## config.mk

```make
export PLATFORM = sky130hd
export DESIGN_NAME = if_id_stage_flat
export DESIGN_NICKNAME = d
export VERILOG_FILES = /design/src/rtl/if_id_stage_if.sv /design/src/rtl/if_id_stage.sv /design/src/flat_wrapper.sv
export SDC_FILE = /design/constraint.sdc
export NUM_CORES = 1
export LEC_CHECK = 0
export CAP_MARGIN = 40
export CORE_MARGIN = 5
export CORE_UTILIZATION = 45
export DETAILED_ROUTE_END_ITERATION = 6
export PLACE_DENSITY = 0.7
export RECOVER_POWER = 100
export SYNTH_ARGS = -nofsm -noshare
export SYNTH_HDL_FRONTEND = slang
export SYNTH_SLANG_ARGS = --single-unit
```

## constraint.sdc

```tcl
create_clock -name clk -period 3.1 [get_ports clk]
set_clock_uncertainty 0.15 [all_clocks]
set_input_delay 0.465 -clock clk [delete_from_list [all_inputs] [get_ports clk]]
set_output_delay 0.465 -clock clk [all_outputs]
set_load 0.1 [all_outputs]
```

## src/rtl/if_id_stage_if.sv

```systemverilog
// Fetch/decode boundary bundle: instruction-memory handshake, pipeline control, ID register outputs.
// master = fetch stage; slave = memory/decoder environment.
interface if_id_stage_if;
  logic        imem_req;
  logic [31:0] imem_addr;
  logic        imem_ack;
  logic [31:0] imem_rdata;
  logic        stall;
  logic        flush;
  logic [31:0] redirect_pc;
  logic        id_valid;
  logic [31:0] id_pc;
  logic [31:0] id_instr;
  logic [2:0]  id_immsel;
  logic        id_illegal;

  modport master (
    output imem_req, imem_addr, id_valid, id_pc, id_instr, id_immsel, id_illegal,
    input  imem_ack, imem_rdata, stall, flush, redirect_pc
  );

  modport slave (
    input  imem_req, imem_addr, id_valid, id_pc, id_instr, id_immsel, id_illegal,
    output imem_ack, imem_rdata, stall, flush, redirect_pc
  );
endinterface

```

## src/rtl/if_id_stage.sv

```systemverilog
// IF/ID stage: fetches words from imem into the ID register with immediate-format pre-decode; ack->ID is 1 cycle.
// Backpressure: stall parks one acked word in a skid entry and drops imem_req until decode accepts it.
module if_id_stage #(
  parameter logic [31:0] RESET_PC = 32'h0000_0000
) (
  input logic clk,
  input logic rst_n,
  if_id_stage_if.master bus
);

  typedef enum logic [1:0] {FETCH, HOLD, DRAIN} state_t;

  state_t      state, stateN;
  logic        started;
  logic [31:0] pc, pcN;
  logic [31:0] drainAddr, drainAddrN;
  logic [31:0] skidPc, skidPcN;
  logic [31:0] skidInstr, skidInstrN;
  logic        idValid, idValidN;
  logic [31:0] idPc, idPcN;
  logic [31:0] idInstr, idInstrN;
  logic [2:0]  idImmsel, idImmselN;
  logic        idIllegal, idIllegalN;

  logic        loadId;
  logic [31:0] loadPc, loadInstr;
  logic        ackHit;
  logic [31:0] redirAligned;

  // {illegal, immsel}
  function automatic logic [3:0] decodeOp(input logic [6:0] op);
    case (op)
      7'b0000011, 7'b0010011, 7'b1100111, 7'b1110011, 7'b0110011: decodeOp = 4'b0_000;
      7'b0100011:                                                 decodeOp = 4'b0_001;
      7'b1100011:                                                 decodeOp = 4'b0_010;
      7'b0110111, 7'b0010111:                                     decodeOp = 4'b0_011;
      7'b1101111:                                                 decodeOp = 4'b0_100;
      default:                                                    decodeOp = 4'b1_000;
    endcase
  endfunction

  // started keeps the request low until the first edge after reset release
  assign bus.imem_req   = started && (state != HOLD);
  assign bus.imem_addr  = (state == DRAIN) ? drainAddr : pc;
  assign bus.id_valid   = idValid;
  assign bus.id_pc      = idPc;
  assign bus.id_instr   = idInstr;
  assign bus.id_immsel  = idImmsel;
  assign bus.id_illegal = idIllegal;

  assign ackHit       = bus.imem_ack && bus.imem_req;
  assign redirAligned = bus.redirect_pc & 32'hFFFF_FFFC;

  always_ff @(posedge clk or negedge rst_n) begin
    if (!rst_n) begin
      state     <= FETCH;
      started   <= 1'b0;
      pc        <= RESET_PC;
      drainAddr <= 32'h0;
      skidPc    <= 32'h0;
      skidInstr <= 32'h0000_0013;
      idValid   <= 1'b0;
      idPc      <= 32'h0;
      idInstr   <= 32'h0000_0013;
      idImmsel  <= 3'b000;
      idIllegal <= 1'b0;
    end else begin
      state     <= stateN;
      started   <= 1'b1;
      pc        <= pcN;
      drainAddr <= drainAddrN;
      skidPc    <= skidPcN;
      skidInstr <= skidInstrN;
      idValid   <= idValidN;
      idPc      <= idPcN;
      idInstr   <= idInstrN;
      idImmsel  <= idImmselN;
      idIllegal <= idIllegalN;
    end
  end

  always_comb begin
    stateN     = state;
    pcN        = pc;
    drainAddrN = drainAddr;
    skidPcN    = skidPc;
    skidInstrN = skidInstr;
    idValidN   = idValid;
    idPcN      = idPc;
    idInstrN   = idInstr;
    idImmselN  = idImmsel;
    idIllegalN = idIllegal;
    loadId     = 1'b0;
    loadPc     = skidPc;
    loadInstr  = skidInstr;

    case (state)
      FETCH: begin
        if (bus.flush) begin
          idValidN = 1'b0;
          pcN      = redirAligned;
          // an unacked request must still be retired before fetching the new target
          if (!ackHit && started) begin
            drainAddrN = pc;
            stateN     = DRAIN;
          end
        end else if (ackHit) begin
          pcN = pc + 32'd4;
          if (bus.stall) begin
            skidPcN    = pc;
            skidInstrN = bus.imem_rdata;
            stateN     = HOLD;
          end else begin
            loadId    = 1'b1;
            loadPc    = pc;
            loadInstr = bus.imem_rdata;
          end
        end else if (!bus.stall) begin
          idValidN = 1'b0;
        end
      end
      HOLD: begin
        if (bus.flush) begin
          idValidN = 1'b0;
          pcN      = redirAligned;
          stateN   = FETCH;
        end else if (!bus.stall) begin
          loadId = 1'b1;
          stateN = FETCH;
        end
      end
      DRAIN: begin
        if (bus.flush) begin
          idValidN = 1'b0;
          pcN      = redirAligned;
        end
        if (ackHit) begin
          stateN = FETCH;
        end
      end
      default: stateN = FETCH;
    endcase

    if (loadId) begin
      idValidN                = 1'b1;
      idPcN                   = loadPc;
      idInstrN                = loadInstr;
      {idIllegalN, idImmselN} = decodeOp(loadInstr[6:0]);
    end
  end

endmodule

```

## src/flat_wrapper.sv

```systemverilog
// flat-port wrapper written by rule: the top's interface ports become plain ports
module if_id_stage_flat 
#(
  parameter logic [31:0] RESET_PC = 32'h0000_0000
)
  (clk, rst_n, bus_imem_req, bus_imem_addr, bus_id_valid, bus_id_pc, bus_id_instr, bus_id_immsel, bus_id_illegal, bus_imem_ack, bus_imem_rdata, bus_stall, bus_flush, bus_redirect_pc);
  if_id_stage_if bus_i ();
  input logic clk;
  input logic rst_n;
  output wire logic [$bits(bus_i.imem_req)-1:0] bus_imem_req;
  output wire logic [$bits(bus_i.imem_addr)-1:0] bus_imem_addr;
  output wire logic [$bits(bus_i.id_valid)-1:0] bus_id_valid;
  output wire logic [$bits(bus_i.id_pc)-1:0] bus_id_pc;
  output wire logic [$bits(bus_i.id_instr)-1:0] bus_id_instr;
  output wire logic [$bits(bus_i.id_immsel)-1:0] bus_id_immsel;
  output wire logic [$bits(bus_i.id_illegal)-1:0] bus_id_illegal;
  input wire logic [$bits(bus_i.imem_ack)-1:0] bus_imem_ack;
  input wire logic [$bits(bus_i.imem_rdata)-1:0] bus_imem_rdata;
  input wire logic [$bits(bus_i.stall)-1:0] bus_stall;
  input wire logic [$bits(bus_i.flush)-1:0] bus_flush;
  input wire logic [$bits(bus_i.redirect_pc)-1:0] bus_redirect_pc;
  assign bus_imem_req = bus_i.imem_req;
  assign bus_imem_addr = bus_i.imem_addr;
  assign bus_id_valid = bus_i.id_valid;
  assign bus_id_pc = bus_i.id_pc;
  assign bus_id_instr = bus_i.id_instr;
  assign bus_id_immsel = bus_i.id_immsel;
  assign bus_id_illegal = bus_i.id_illegal;
  assign bus_i.imem_ack = bus_imem_ack;
  assign bus_i.imem_rdata = bus_imem_rdata;
  assign bus_i.stall = bus_stall;
  assign bus_i.flush = bus_flush;
  assign bus_i.redirect_pc = bus_redirect_pc;
  if_id_stage #(.RESET_PC(RESET_PC)) u_core (.clk(clk), .rst_n(rst_n), .bus(bus_i));
endmodule
```

==> out/metrics.csv <==
metric,value,unit
reg2reg_slack,0.34,ns
synth_cell_type_count,60,
rsz0062_at_grt,no,
root_buffer,clkbuf_16,
worstReg2RegEnd,u_core.pc[19],
vias,6826,
hold_viol,0,
synth_area_leader_cell,dfrtp_1,
cts_sinks,192,
reg2reg_depth,7,
netlist_area,0.00942,mm²
max_stage_delay,0.43,ns
outcome,"complete, but fails checks",
grt_max_degree,73,
layoutNonFillerInstCount,1252,
drt_first_pass_iters,5,
layout-drive-gt1-share,12.9,%
nets,1038,
grt_pass1_vias,6805,
antenna_found_initial,1,
cts_buffer_depth,2,
place.gp.congestion,0.890,
synth-edff-count,0,
path_clk_slew,0.07,ns
cp_data_arrival_time,2.23,ns
cp-start-kind,flop,
crit_slowest_cell,dfrtp_1,
async_flop_share,100,%
endpoint,bus_imem_addr[7],
via_per_inst,5.45,
post_drt_wl_per_cell,18.4,µm
clkLatencyLatePin,0.43,ns
fin_tns_setup,0,ns
crit_chain,"inv_1, ha_2, buf_12, mux2_1, buf_12",
routed_wl,23000,µm
fmax,351,MHz
worstMarginPinSlew,1.58,ns
pin_count,171,
setup_slack,0.252,ns
fp-row-count,53,
worst-path-buf-inv,3,
initial_core_util,45.3,%
synth_ff_type,dfrtp_1,
ant_nets,0,
area_growth,22.0,%
post-route-drc-count,0,
report.final.slew_viol_count,63,
setup_viol,0,
violations,"capacitance limit, slew limit",
synthCells,821,
cts_made_buffers,17,
die-area,0.0239,mm²
dpl.cell_count,1218,
min_period,2.85,ns
htreeDepth,4,
r2r_start,u_core.state[1],
setup.worst_path.end_class,output pin,
tritoncts,done,
die_y,155,µm
synth.top_cell.area_share,49.4,%
grt_first_pass_wirelength,36900,µm
syn_area_per_cell,11.5,µm²
ys_ff_latch,192,
hp-class,flop to flop,
cp_num_cells,5,
crit_family,buffers and inverters,
final_util,55.2,%
cap_violations,1,
initialDrtViolationCount,528,
ys_seq_area_share,51.1,%
path_class,flop to output pin,
post-route-period-util,91.9,%
relSlewSlack,-5.66,%
worstSetupStartpoint,u_core.state[0],
crit_fanout,21,
hpwlAfterDp,15900,µm
cp.required,2.48,ns
grt.total_usage,19.1,%
yosysWarnings,0,
gr-total-overflow,0,
portBuffers,164,
detailedPlace.worstSlack,0.330,ns
die_x,155,µm
coreArea,0.0208,mm²
ys_top_cells_by_area,"dfrtp_1 (49%), mux2_4 (9.2%), mux2_2 (7.2%), mux2i_1 (7.0%), o21ai_0 (4.4%)",
cpMostUsedCell,buf_12,
[per-stage QoR]
stage                     instance area (µm²)  hold WS [ns]
after global placement                  11500         0.318
after detailed placement                11500         0.326
final                                   11500         0.335
after CTS                               12100         0.342
after global routing                    11500         0.361
after floorplan                          9430        0.0194
[layout by cell type (no fill, tap or decap), types with 5 or more instances in the layout]
cell	netlist	layout
o21ai_0	83	83
nand3_1	14	14
and3_1	6	6
buf_12	0	34
mux2i_1	66	66
o22ai_1	9	9
nor3_1	9	10
inv_1	5	5
ha_1	6	5
clkbuf_1	30	72
clkinv_4	0	5
conb_1	2	5
clkbuf_16	0	17
nor2_1	37	37
nand2_1	87	87
a211oi_1	8	8
nand4_1	9	9
mux2_1	3	89
clkdlybuf4s50_1	0	65
dfrtp_1	186	186
and4_1	6	6
dfstp_2	6	6
mux2_2	60	32
a21oi_1	34	34
[cell usage after synthesis (14+ instances only)]
library cell and instances:
nand3_1 14, mux2i_1 66, mux2_4 58, a21oi_1 34, nand2_1 87, clkbuf_1 30, o21ai_0 83, buf_2 16
dfrtp_1 186, mux2_2 60, nor2_1 37
[final cells by class]
type / count / area [µm²]
clock buffer: 19 / 453
clock inverter: 13 / 123
inverter: 6 / 22.5
tap: 275 / 344
fill: 1918 / 9320
timing repair buffer: 183 / 1690
multi-input combinational: 563 / 4050
antenna: 1 / 2.50
sequential: 192 / 4810
[routing by layer]
layer | GRT usage (%) | part of all wire (%) | vias to the layer above
met1 | 27.7 | 47 | 3369
met2 | 29.5 | 46 | 197
met5 | 0 | 0 | -
met3 | 4.03 | 4.8 | 23
li1 | - | - | 3237
met4 | 5.00 | 1.8 | 0
[cells by family (layout without fill, tap and decap cells)]
group	count (synthesis)	after routing	synth area share, %
fa+ha+maj	6	6	0.797
compound gates	169	169	10.6
buf+inv	69	221	3.72
simple gates	196	196	9.95
other cells	2	6	0.0797
flops	192	192	51.1
mux	187	187	23.8
[flip-flops by register name, indices dropped and copies added (netlist names)]
register / cells
u_core.bus.id_valid: 1
u_core.bus.id_illegal: 1
u_core.bus.id_pc: 30
u_core.drainAddr: 30
u_core.bus.id_instr: 32
u_core.started: 1
u_core.skidPc: 30
u_core.skidInstr: 32
u_core.bus.id_immsel: 3
u_core.pc: 30
u_core.state: 2
[worst min path at each step]
stage                            start                       to  slack, ns  cells after the start
2_1_floorplan                    rst_n    u_core.bus.id_illegal       0.02                      0
3_3_place_gp   u_core.bus.id_immsel[0]  u_core.bus.id_immsel[0]       0.32                      1
3_5_place_dp   u_core.bus.id_immsel[0]  u_core.bus.id_immsel[0]       0.33                      1
4_1_cts        u_core.bus.id_immsel[0]  u_core.bus.id_immsel[0]       0.34                      1
5_1_grt        u_core.bus.id_immsel[0]  u_core.bus.id_immsel[0]       0.36                      1
6_report       u_core.bus.id_immsel[0]  u_core.bus.id_immsel[0]       0.34                      1
[repair_timing]
item                                   4_1_cts  5_1_grt
endpoints found under the hold margin       55        0
gates resized for setup                      0        0
buffers inserted                             0        0
hold buffers                                 1        0
Power is left out: the tool's default activity adds up to more than one toggle a clock period on the data nets, which glitch-free logic cannot reach.
